==> src/rtl/cordic_sincos.sv <==
// cordic_sincos: iterative CORDIC rotation engine, sine and cosine of a
// signed fixed-point angle in [-pi, pi], ITERS_PER_CYCLE rotations/clock.
// Ports:
//   clk     : clock, rising edge
//   reset   : synchronous active-low reset
//   clk_en  : global enable, low freezes every register
//   start   : request, taken when ready=1 and clk_en=1
//   theta   : signed angle in radians, FRACS fractional bits
//   ready   : high while idle
//   done    : one enabled-cycle pulse when cos_out/sin_out update
//   cos_out : signed cosine, held until next done
//   sin_out : signed sine, held until next done
module cordic_sincos #(
  parameter int FRACS           = 21,
  parameter int INTS            = 2,
  parameter int WIDTH           = INTS + FRACS + 1,
  parameter int ITERATIONS      = 16,
  parameter int ITERS_PER_CYCLE = 4
) (
  input  logic             clk,
  input  logic             reset,
  input  logic             clk_en,
  input  logic             start,
  input  logic [WIDTH-1:0] theta,
  output logic             ready,
  output logic             done,
  output logic [WIDTH-1:0] cos_out,
  output logic [WIDTH-1:0] sin_out
);

  localparam int STEPS = ITERATIONS / ITERS_PER_CYCLE;
  localparam int CW    = (STEPS > 1) ? $clog2(STEPS) : 1;
  localparam int SH    = 30 - FRACS;
  localparam int IPC   = ITERS_PER_CYCLE;

  // Constants are kept at 30 fractional bits and rounded to FRACS.
  function automatic logic [WIDTH-1:0] q30(input longint v);
    longint r;
    r = v;
    if (SH > 0)
      r = (v + (longint'(1) <<< (SH > 0 ? SH - 1 : 0))) >>> SH;
    return r[WIDTH-1:0];
  endfunction

  function automatic longint atan30(input int i);
    longint r;
    unique case (1'b1)
      (i == 0): r = 64'd843314857;
      (i == 1): r = 64'd497837830;
      (i == 2): r = 64'd263043837;
      (i == 3): r = 64'd133525159;
      (i == 4): r = 64'd67021687;
      (i == 5): r = 64'd33543516;
      (i == 6): r = 64'd16775851;
      (i == 7): r = 64'd8388437;
      (i == 8): r = 64'd4194283;
      (i == 9): r = 64'd2097149;
      default:  r = longint'(1) <<< (30 - i);
    endcase
    return r;
  endfunction

  function automatic logic [30*WIDTH-1:0] mk_tab();
    logic [30*WIDTH-1:0] t;
    t = '0;
    for (int i = 0; i < 30; i++)
      t[i*WIDTH +: WIDTH] = q30(atan30(i));
    return t;
  endfunction

  localparam logic [WIDTH-1:0] PI_C   = q30(64'd3373259426);
  localparam logic [WIDTH-1:0] PI_2_C = q30(64'd1686629713);
  localparam logic [WIDTH-1:0] K_C    = q30(64'd652032874);
  localparam logic [30*WIDTH-1:0] ATAN = mk_tab();

  typedef enum logic {
    IDLE,
    RUN
  } state_t;

  state_t state;
  state_t state_n;

  logic [CW-1:0]           cnt;
  logic                    last;
  logic                    flip_q;
  logic signed [WIDTH-1:0] x_q;
  logic signed [WIDTH-1:0] y_q;
  logic signed [WIDTH-1:0] z_q;
  logic signed [WIDTH-1:0] x_n;
  logic signed [WIDTH-1:0] y_n;
  logic signed [WIDTH-1:0] z_n;
  logic signed [WIDTH-1:0] th_s;
  logic signed [WIDTH-1:0] pi_s;
  logic signed [WIDTH-1:0] pi2_s;
  logic signed [WIDTH-1:0] z_fold;
  logic                    flip_fold;

  assign last  = (cnt == CW'(STEPS - 1));
  assign th_s  = theta;
  assign pi_s  = PI_C;
  assign pi2_s = PI_2_C;

  // State register
  always_ff @(posedge clk) begin
    if (!reset)
      state <= IDLE;
    else if (clk_en)
      state <= state_n;
  end

  // Next-state logic
  always_comb begin
    state_n = state;
    unique case (state)
      IDLE: if (start) state_n = RUN;
      RUN:  if (last)  state_n = IDLE;
    endcase
  end

  // Output logic
  always_comb begin
    ready = (state == IDLE);
  end

  // Fold into [-pi/2, pi/2]; the half-turn is undone by negating results.
  always_comb begin
    z_fold    = th_s;
    flip_fold = 1'b0;
    unique case (1'b1)
      (th_s > pi2_s): begin
        z_fold    = th_s - pi_s;
        flip_fold = 1'b1;
      end
      (th_s < -pi2_s): begin
        z_fold    = th_s + pi_s;
        flip_fold = 1'b1;
      end
      default: begin
        z_fold    = th_s;
        flip_fold = 1'b0;
      end
    endcase
  end

  // Unrolled micro-rotations for this step
  for (genvar k = 0; k < IPC; k++) begin : g_rot
    logic [4:0]              sh;
    logic signed [WIDTH-1:0] a;
    logic signed [WIDTH-1:0] xi;
    logic signed [WIDTH-1:0] yi;
    logic signed [WIDTH-1:0] zi;
    logic signed [WIDTH-1:0] xo;
    logic signed [WIDTH-1:0] yo;
    logic signed [WIDTH-1:0] zo;
    logic                    neg;

    if (k == 0) begin : g_first
      assign xi = x_q;
      assign yi = y_q;
      assign zi = z_q;
    end else begin : g_next
      assign xi = g_rot[k-1].xo;
      assign yi = g_rot[k-1].yo;
      assign zi = g_rot[k-1].zo;
    end

    assign sh  = 5'(int'(cnt) * IPC + k);
    assign a   = ATAN[sh*WIDTH +: WIDTH];
    assign neg = zi[WIDTH-1];
    assign xo  = neg ? xi + (yi >>> sh) : xi - (yi >>> sh);
    assign yo  = neg ? yi - (xi >>> sh) : yi + (xi >>> sh);
    assign zo  = neg ? zi + a : zi - a;
  end

  assign x_n = g_rot[IPC-1].xo;
  assign y_n = g_rot[IPC-1].yo;
  assign z_n = g_rot[IPC-1].zo;

  // Datapath and result registers
  always_ff @(posedge clk) begin
    if (!reset) begin
      cnt     <= '0;
      flip_q  <= 1'b0;
      x_q     <= '0;
      y_q     <= '0;
      z_q     <= '0;
      done    <= 1'b0;
      cos_out <= '0;
      sin_out <= '0;
    end else if (clk_en) begin
      done <= 1'b0;
      if (state == IDLE) begin
        if (start) begin
          x_q    <= K_C;
          y_q    <= '0;
          z_q    <= z_fold;
          flip_q <= flip_fold;
          cnt    <= '0;
        end
      end else begin
        x_q <= x_n;
        y_q <= y_n;
        z_q <= z_n;
        cnt <= cnt + CW'(1);
        if (last) begin
          cnt     <= '0;
          done    <= 1'b1;
          cos_out <= flip_q ? -x_n : x_n;
          sin_out <= flip_q ? -y_n : y_n;
        end
      end
    end
  end

endmodule

==> config.mk <==
export PLATFORM = sky130hd
export DESIGN_NAME = cordic_sincos
export DESIGN_NICKNAME = d
export VERILOG_FILES = /design/src/rtl/cordic_sincos.sv
export SDC_FILE = /design/constraint.sdc
export NUM_CORES = 1
export LEC_CHECK = 0
export CAP_MARGIN = 20
export CORE_ASPECT_RATIO = 1.1
export CORE_UTILIZATION = 35
export CTS_BUF_LIST = sky130_fd_sc_hd__clkbuf_16
export CTS_CLUSTER_DIAMETER = 30
export DETAILED_ROUTE_END_ITERATION = 16
export PLACE_DENSITY = 0.47
export SLEW_MARGIN = 10
export SYNTH_ARGS = -nofsm -noshare
export SYNTH_HDL_FRONTEND = slang
export SYNTH_SLANG_ARGS = --single-unit
export TNS_END_PERCENT = 30
==> constraint.sdc <==
create_clock -name clk -period 27.5 [get_ports clk]
set_clock_uncertainty 0.1 [all_clocks]
set_input_delay 2.75 -clock clk [delete_from_list [all_inputs] [get_ports clk]]
set_output_delay 2.75 -clock clk [all_outputs]
set_load 0.02 [all_outputs]
==> results.md <==
- Root buffer cell: clkbuf_16
- Kind of critical path: reg2reg
- Final Max Slew Viols: 0
- Clk sink count: 125
- Crit start category: register
- Overflow after GRT: 0
- TritonCTS clock tree: built
- CTS clock-pin slew for the worst setup and hold paths: 60 ps
- DRC: 0
- Post-Route WL: 126.7 mm
- Count leader, synth: nor2_1
- Final Hold Viols: 0
- Reg2Reg Launch Point: cnt[0]$_SDFFE_PN0P_
- Share of layout cells above drive strength 1: 0.06308
- Yosys cell types: 108
- Critical path origin: cnt[0]$_SDFFE_PN0P_
- Largest net degree at the start of global routing: 103
- Starting density of the core: 0.3529
- Status: complete, no violations
- Worst-Margin Slew: 1232 ps
- Nets: 4,580
- # setup viols final: 0
- Most common flop cell mapped by yosys: dfxtp_1
- Worst endpoint data arrival time: 21,990 ps
- Vias in the first global route: 30,780
- Worst min-delay path category: reg2reg
- #FFs+latches synth: 125
- Clock Latency Late Sink: 440 ps
- Avg WL per Cell: 23.64 um
- Leading area contributor after synthesis: ha_1
- CP Capture Type: register
- DR vias: 32,040
- I/O Buffers: 77
- Post-synth net total: 4,611
- First DRT Iteration DRCs: 2,549
- DIE AREA: 86,520 um2
- Req. time, crit path: 27,690 ps
- Avg Cell Area, Syn: 7.053 um2
- End of the worst register-to-register path: sin_out[23]$_SDFFE_PN0P_
- Postcts setup bufs: 0
- GRT Overall Usage: 0.2872
- CTS max path bufs: 2
- Setup TNS: 0 ps
- Commonest cells post-synth: nor2_1, nand2_1, a21oi_1
- Register area share after synthesis: 0.08377
- Pre-antenna DRT Iters: 7
- Max-cap violations: 0
- Synth warn: 0
- CP Max Fanout: 46
- Slew headroom: 0.1761
- CTS Buf Count: 17
- Initial antenna violation count: 1
- Fmax: 45.87 MHz
- # rows: 112
- Top Ports: 78
- First-pass GRT wire length: 190.8 mm
- HPWL after DPL: 101.7 mm
- RSZ-0062 raised after global routing: false
- CP endpoint: sin_out[23]$_SDFFE_PN0P_
- CP peak stage delay: 850 ps
- Post-DRT Antenna Nets: 0
- Die Y-Extent: 308.4 um
- Post-synth ARST share: 0
- FF-to-FF setup slack: 5700 ps
- EDFF count, synth: 0
- Syn Inst Count: 4,235
- Core Area: 84,640 um2
- Vias/cell: 5.979
- # H-tree levels: 4
- Mapped cell area: 29,870 um2
- Die width: 280.5 um
- Top cell type's share of synthesized area: 0.1403
- Post-route clock period utilization: 0.7928
- Reg2reg path depth: 73
- Min Clock Period, post-route: 21,800 ps
- Post-CTS Hold Fix Bufs: 0
- Routability Congestion: 0.9570
- Largest cells by area after synthesis: ha_1, dfxtp_1, xnor2_1
- Worst path slowest cell: dfxtp_4
- Area Growth Syn to Fin: 8.725%
- # resized after CTS: 0
[layout make-up]
| type | instances | area [um2] |
|---|---|---|
| Clock inverter | 15 | 147.6 |
| Sequential cell | 125 | 2512 |
| Tap cell | 1140 | 1426 |
| Timing Repair Buffer | 142 | 1286 |
| Inverter | 192 | 724.4 |
| Antenna cell | 1 | 2.502 |
| Fill cell | 9146 | 52160 |
| Clock buffer | 17 | 425.4 |
| Multi-Input combinational cell | 3726 | 25950 |
[per-layer routing]
layer / up-vias / GRT usage / wire length [um]
li1: 15520 / - / -
met3: 290 / 0.03242 / 6200
met5: - / 0 / 0
met1: 15220 / 0.3524 / 53210
met2: 1008 / 0.4945 / 60390
met4: 0 / 0.1418 / 6850
[layout by cell type, fill, tap and decap left out, types with 18 or more instances in the layout]
master,n
a211o_1,18
a211oi_1,111
a21boi_0,36
a21o_1,90
a21oi_1,363
a22oi_1,36
a31oi_1,62
and2_1,60
and3_1,47
buf_4,63
clkdlybuf4s50_1,77
dfxtp_1,121
ha_1,335
inv_1,186
mux2_2,24
mux2i_1,50
mux4_2,43
nand2_1,373
nand2b_1,48
nand3_1,82
nand4_1,24
nor2_1,503
nor2b_1,39
nor3_1,108
nor4_1,27
o211ai_1,38
o21a_1,54
o21ai_0,302
o21bai_1,40
o221a_2,18
o22ai_1,18
o31ai_1,36
or2_2,22
or3_1,37
xnor2_1,254
xor2_1,146
[cells by family after synthesis]
group,Yosys count,synth area share
simple gates,1448,0.2292
fa+ha+maj,348,0.1490
flops,125,0.08377
xor+xnor,411,0.1227
mux,117,0.05822
buf+inv,384,0.04993
compound gates,1402,0.3072
[how the worst min path moves through the flow]
stage                                            from                           to  depth (start not counted)
final                        sin_out[12]$_SDFFE_PN0P_     sin_out[12]$_SDFFE_PN0P_                          2
after global routing         sin_out[12]$_SDFFE_PN0P_     sin_out[12]$_SDFFE_PN0P_                          2
after CTS                    sin_out[21]$_SDFFE_PN0P_     sin_out[21]$_SDFFE_PN0P_                          2
after detailed placement     sin_out[21]$_SDFFE_PN0P_     sin_out[21]$_SDFFE_PN0P_                          2
after global placement       sin_out[21]$_SDFFE_PN0P_     sin_out[21]$_SDFFE_PN0P_                          2
after floorplan           g_rot[0].zi[0]$_SDFFE_PN0P_  g_rot[0].zi[0]$_SDFFE_PN0P_                          2
[state kept, by name, indices dropped and copies added, names as in the netlist]
register / flops
done: 1
sin_out: 24
flip_q: 1
state: 1
cos_out: 24
g_rot.xi: 24
g_rot.yi: 24
cnt: 2
g_rot.zi: 24
[worst max-delay path: cells and delay by family, from the launching register on]
family | cells | cell delay (ps)
DFF | 1 | 850
adders and majority gates | 4 | 1530
xor gates and xnor gates | 6 | 2080
and+or+nand+nor | 29 | 7770
muxes | 5 | 2580
AOI/OAI and AO/OA | 25 | 5240
buffers and inverters | 4 | 1490
[metrics by stage]
step / hold WS, ps / area, um2 / cells / utilization / worst slack, ps
detailed placement: 354.2 / 31870 / 5324 / 0.3766 / 5862
global placement: 346.6 / 31850 / 5322 / 0.3763 / 5859
CTS: 364.0 / 32450 / 5356 / 0.3834 / 5796
finish: 360.2 / 32480 / 5358 / 0.3837 / 5699
global route: 387.6 / 32470 / 5357 / 0.3837 / 3880
floorplan: 336.2 / 29870 / 4235 / - / 7996
Power is left out: the tool's default activity adds up to more than one toggle a clock period on the data nets, which glitch-free logic cannot reach.
